--- src/rtl/key_bank.sv ---
// key_bank: key register bank behind the key generator.
//
// Captures n/e/d keys on their single-cycle valid ticks, tracks whether all three
// keys belong to the current generator session, and streams a selected key out as
// four big-endian bytes over a valid/ready handshake.
//
// Optional feature: define KEY_BANK_PROTO_CHECK_EN to enable protocol checking.
// When it is enabled, an e/d tick without a held n key, or an e tick without a
// matching d tick (or a d tick without a matching e tick), sets the sticky proto_err
// flag and discards the e/d capture. When it is not defined, proto_err is tied to 0.
//
// Ports:
//   clk, rst                 clock, asynchronous active-low reset
//   gen_busy                 generator busy level; a rising edge opens a new session
//   n/e/d_key, *_key_valid   key values and their capture ticks
//   rd_start, rd_sel         readout request and key select (0=n, 1=e, 2=d; 3 ignored)
//   byte_ready               downstream accepts byte_out
//   n/e/d_out                stored keys
//   keys_ready               all three keys captured in the current session
//   byte_out, byte_valid     readout byte stream
//   rd_busy, rd_done         readout in progress / one-cycle completion tick
//   proto_err                sticky protocol-violation flag
`timescale 1ns/1ps

module key_bank (
    input  logic        clk,
    input  logic        rst,
    input  logic        gen_busy,
    input  logic [31:0] n_key,
    input  logic [31:0] e_key,
    input  logic [31:0] d_key,
    input  logic        n_key_valid,
    input  logic        e_key_valid,
    input  logic        d_key_valid,
    input  logic        rd_start,
    input  logic [1:0]  rd_sel,
    input  logic        byte_ready,
    output logic [31:0] n_out,
    output logic [31:0] e_out,
    output logic [31:0] d_out,
    output logic        keys_ready,
    output logic [7:0]  byte_out,
    output logic        byte_valid,
    output logic        rd_busy,
    output logic        rd_done,
    output logic        proto_err
);

    typedef enum logic [0:0] {StIdle, StSend} state_e;

    state_e      state_q;
    logic        gen_busy_q;
    logic        n_have_q, e_have_q, d_have_q;
    logic [31:0] shift_q;
    logic [1:0]  idx_q;
    logic [31:0] sel_key;
    logic        session_open;
    logic        n_cap, e_cap, d_cap;

    assign session_open = gen_busy & ~gen_busy_q;
    assign n_cap        = n_key_valid;

`ifdef KEY_BANK_PROTO_CHECK_EN
    logic n_have_eff;
    logic err_now;

    // A session opening this cycle means no n key is held for checking purposes.
    assign n_have_eff = n_have_q & ~session_open;
    assign err_now    = ((e_key_valid | d_key_valid) & ~n_have_eff) |
                        (e_key_valid ^ d_key_valid);
    assign e_cap      = e_key_valid & ~err_now;
    assign d_cap      = d_key_valid & ~err_now;

    // Setting wins over a same-cycle session clear so the violation is not lost.
    always_ff @(posedge clk or negedge rst) begin
        if (!rst) begin
            proto_err <= 1'b0;
        end else if (err_now) begin
            proto_err <= 1'b1;
        end else if (session_open) begin
            proto_err <= 1'b0;
        end
    end
`else
    assign e_cap     = e_key_valid;
    assign d_cap     = d_key_valid;
    assign proto_err = 1'b0;
`endif

    // Key registers and session flags; capture is assigned last so it wins the flag.
    always_ff @(posedge clk or negedge rst) begin
        if (!rst) begin
            gen_busy_q <= 1'b0;
            n_have_q   <= 1'b0;
            e_have_q   <= 1'b0;
            d_have_q   <= 1'b0;
            n_out      <= 32'd0;
            e_out      <= 32'd0;
            d_out      <= 32'd0;
        end else begin
            gen_busy_q <= gen_busy;
            if (session_open) begin
                n_have_q <= 1'b0;
                e_have_q <= 1'b0;
                d_have_q <= 1'b0;
            end
            if (n_cap) begin
                n_out    <= n_key;
                n_have_q <= 1'b1;
            end
            if (e_cap) begin
                e_out    <= e_key;
                e_have_q <= 1'b1;
            end
            if (d_cap) begin
                d_out    <= d_key;
                d_have_q <= 1'b1;
            end
        end
    end

    assign keys_ready = n_have_q & e_have_q & d_have_q;

    always_comb begin
        sel_key = 32'd0;
        case (rd_sel)
            2'd0:    sel_key = n_out;
            2'd1:    sel_key = e_out;
            2'd2:    sel_key = d_out;
            default: sel_key = 32'd0;
        endcase
    end

    // Readout FSM. The stream runs from a snapshot, so key updates or a new
    // session during SEND do not disturb bytes already committed to.
    always_ff @(posedge clk or negedge rst) begin
        if (!rst) begin
            state_q    <= StIdle;
            shift_q    <= 32'd0;
            idx_q      <= 2'd0;
            byte_valid <= 1'b0;
            rd_busy    <= 1'b0;
            rd_done    <= 1'b0;
        end else begin
            rd_done <= 1'b0;
            case (state_q)
                StIdle: begin
                    if (rd_start && keys_ready && (rd_sel != 2'd3)) begin
                        state_q    <= StSend;
                        shift_q    <= sel_key;
                        idx_q      <= 2'd0;
                        byte_valid <= 1'b1;
                        rd_busy    <= 1'b1;
                    end
                end
                StSend: begin
                    if (byte_ready) begin
                        shift_q <= {shift_q[23:0], 8'd0};
                        idx_q   <= idx_q + 2'd1;
                        if (idx_q == 2'd3) begin
                            state_q    <= StIdle;
                            byte_valid <= 1'b0;
                            rd_busy    <= 1'b0;
                            rd_done    <= 1'b1;
                        end
                    end
                end
                default: state_q <= StIdle;
            endcase
        end
    end

    assign byte_out = shift_q[31:24];

endmodule

--- config.mk ---
export PLATFORM = sky130hd
export DESIGN_NAME = key_bank
export DESIGN_NICKNAME = d
export VERILOG_FILES = /design/src/rtl/key_bank.sv
export SDC_FILE = /design/constraint.sdc
export NUM_CORES = 1
export LEC_CHECK = 0
export CORE_UTILIZATION = 46
export CTS_CLUSTER_DIAMETER = 50
export DETAILED_ROUTE_END_ITERATION = 10
export PLACE_DENSITY = 0.81
export SLEW_MARGIN = 20
export SYNTH_ARGS = -nofsm -noshare
export SYNTH_HDL_FRONTEND = slang
export SYNTH_SLANG_ARGS = --single-unit
--- constraint.sdc ---
create_clock -name clk -period 2.01 [get_ports clk]
set_input_delay 0.402 -clock clk [delete_from_list [all_inputs] [get_ports clk]]
set_output_delay 0.402 -clock clk [all_outputs]
set_load 0.02 [all_outputs]
==> reports/qor.yml <==
ys_ff_latch: 137
yosysWarningCount: 0
crit_buf_inv: 1
numPortBuffers: 213
finalMaxSlewViolations: 0
finalCriticalPeriod_ns: 1.856
hp-start: "n_key_valid"
final.period_utilization_pct: 92.33
dpl.hpwl_um: 11620
grt.total_usage_pct: 23.79
tns_ns: 0
clock_path_buffers: 2
clock-skew-final_ns: 0.004423
vdd_drop_max_mv: 0.6005
min_to: "n_have_q"
drt_wl_total_um: 15910
syn_to_final_growth_pct: 46.81
finalNetCount: 765
grt_pass1_wl_um: 25260
n_antenna_cell: 0
cp.required_ns: 1.61
grt_pass1_vias: 4768
syn_avg_cell_area_um2: 13.79
crit_path_start: "d_out[4]"
holdPathStages: 3
synth_top_area_share_pct: 55.00
root_buffer: "clkbuf_16"
grt_max_degree: 48
die_w_um: 118.4
drc: 0
drive_above_1_share_pct: 26.38
r2r-end: "shift_q[31]"
yosysSeqAreaShare_pct: 55.00
fp.dieArea_um2: 14020
cap_violations: 0
p_per_area_nw_per_um2: 1046
criticalPathCategory: "reg -> out"
initial_core_util_pct: 47.07
dieHeight_um: 118.4
overflow: 0
rr_worst_depth: 4
setup_ws_ns: 0.1542
finalSetupViolations: 0
syn_inst: 452
clk_pin_slew_ns: 0.06
max_stage_delay_ns: 0.64
crit_fanout: 3
crit_path_end_kind: "primary output"
synthDistinctLibCells: 29
status: "finished, final reports clean"
synthesis.area_um2: 6233
tightestPinTransition_ns: 0.5529
p_total_w: 0.009572
pre_cts_ws_ns: 0.03105
clk_latency_ns: 0.41
regToRegSetupSlack_ns: 0.31
ant_nets: 0
clock-sinks: 137
cts_setup_buffers: 0
synth_top_area_cell: "dfrtp_1"
synth.area.top_cells: "dfrtp_1 (55%), mux2_2 (18%), mux2i_1 (6.4%), mux2_4 (4.6%), o221ai_1 (3.2%)"
rsz0062_at_grt: "false"
crit_slowest_cell: "clkdlybuf4s50_1"
syn-num-nets: 559
max-slew-margin-rel_pct: 63.06
cp.depth: 1
initialDrtViolationCount: 151
hold_violations: 0
place.gp.congestion: 0.8275
crit_family: "buffers and inverters"
via_per_inst: 5.234
routedWlPerCell_um: 18.78
fmax_mhz: 538.8
htreeDepth: 4
total_leakage_power_nw: 3.960
cts_tree: "done"
hp-class: "in -> reg"
arrival_ns: 1.45
crit_chain: "clkdlybuf4s50_1"
dr.pass1.iters: 5
core.rowCount: 42
core-area_um2: 13240
hold_ws_ns: 0.4657
r2r-start: "state_q"
pin_count: 215
antenna_found_initial: 0
vias: 4433
numCtsBuffers: 17
startpoint_type: "flip-flop"
-- power by group --
group	total (W)	switching (W)	leakage, nW	internal [W]
logic	0.00289	0.00126	2.04	0.00163
clock network	0.00304	0.00118	0.274	0.00186
registers	0.00364	0.000404	1.64	0.00324
total	0.00957	0.00285	3.96	0.00672
-- registers in the layout, indices dropped and copies added, names as in the netlist --
register    flops
e_have_q        1
idx_q           2
n_have_q        1
e_out          32
d_out          32
shift_q        32
n_out          32
gen_busy_q      1
state_q         1
rd_busy         1
d_have_q        1
rd_done         1
-- worst max-delay path by stage --
stage	to
6_report	d_out[4]
5_1_grt	d_out[18]
4_1_cts	d_out[9]
3_5_place_dp	shift_q[8]
3_3_place_gp	shift_q[11]
2_1_floorplan	shift_q[12]
-- cell usage after synthesis, drive strengths merged --
master,instances
conb,1
o211ai,1
nor2b,2
a2bb2oi,8
mux2i,40
mux2,120
ha,1
nand2,37
inv,1
nand3,1
nand2b,25
o21ai,1
clkbuf,6
dfrtp,137
o221ai,23
nor2,1
or2,1
or4bb,1
buf,36
a32oi,1
and3,3
a21o,4
a31o,1
-- cell families (layout without fill, tap and decap cells) --
kind of cell	after synthesis	in the layout	synth area share, %
mux	160	160	29.25
flops	137	137	55.00
buf+inv	43	262	4.135
other cells	1	1	0.06016
compound gates	39	39	5.620
simple gates	71	71	5.741
fa+ha+maj	1	1	0.2007
-- routing by layer --
layer | global-route usage [%] | vias up | wire length, um
met2 | 39.01 | 171 | 7717
li1 | - | 2042 | -
met4 | 9.177 | 0 | 290
met3 | 8.253 | 20 | 1204
met5 | 0 | - | 0
met1 | 28.84 | 2200 | 6695
-- per-stage QoR --
step,instance area [um^2],util [%],instances
final,9151,69.10,847
after global routing,9151,69.10,847
after CTS,9151,69.10,847
after detailed placement,8552,64.58,814
after global placement,8552,64.58,814
after floorplan,6233,-,452
-- final cells by class --
type,instances,area (um^2)
clock inverters,14,151.4
multi-input cells,272,2547
fillers,951,4091
well taps,176,220.2
inverters,1,3.754
clock buffers,18,439.2
repair buffers,229,2360
flip-flops and latches,137,3430
-- layout by cell type (no fill, tap or decap), types with 4 or more instances in the layout --
cell type	Yosys	layout
clkinvlp_4	0	5
o221ai_1	23	23
clkbuf_16	0	17
clkdlybuf4s50_1	0	207
a2bb2oi_1	8	8
dfrtp_1	137	136
buf_12	0	10
mux2_4	19	19
a21o_1	4	4
mux2_2	101	101
buf_2	20	4
mux2i_1	40	40
nand2_1	36	36
clkinv_4	0	5
buf_4	13	5
nand2b_1	25	25
-- timing repair --
action,in CTS,in global routing
hold endpoints to repair,45,0
gates resized for setup,1,0
setup endpoints to repair,1,0
hold buffers,1,0
(Power assumes the default switching activity.)
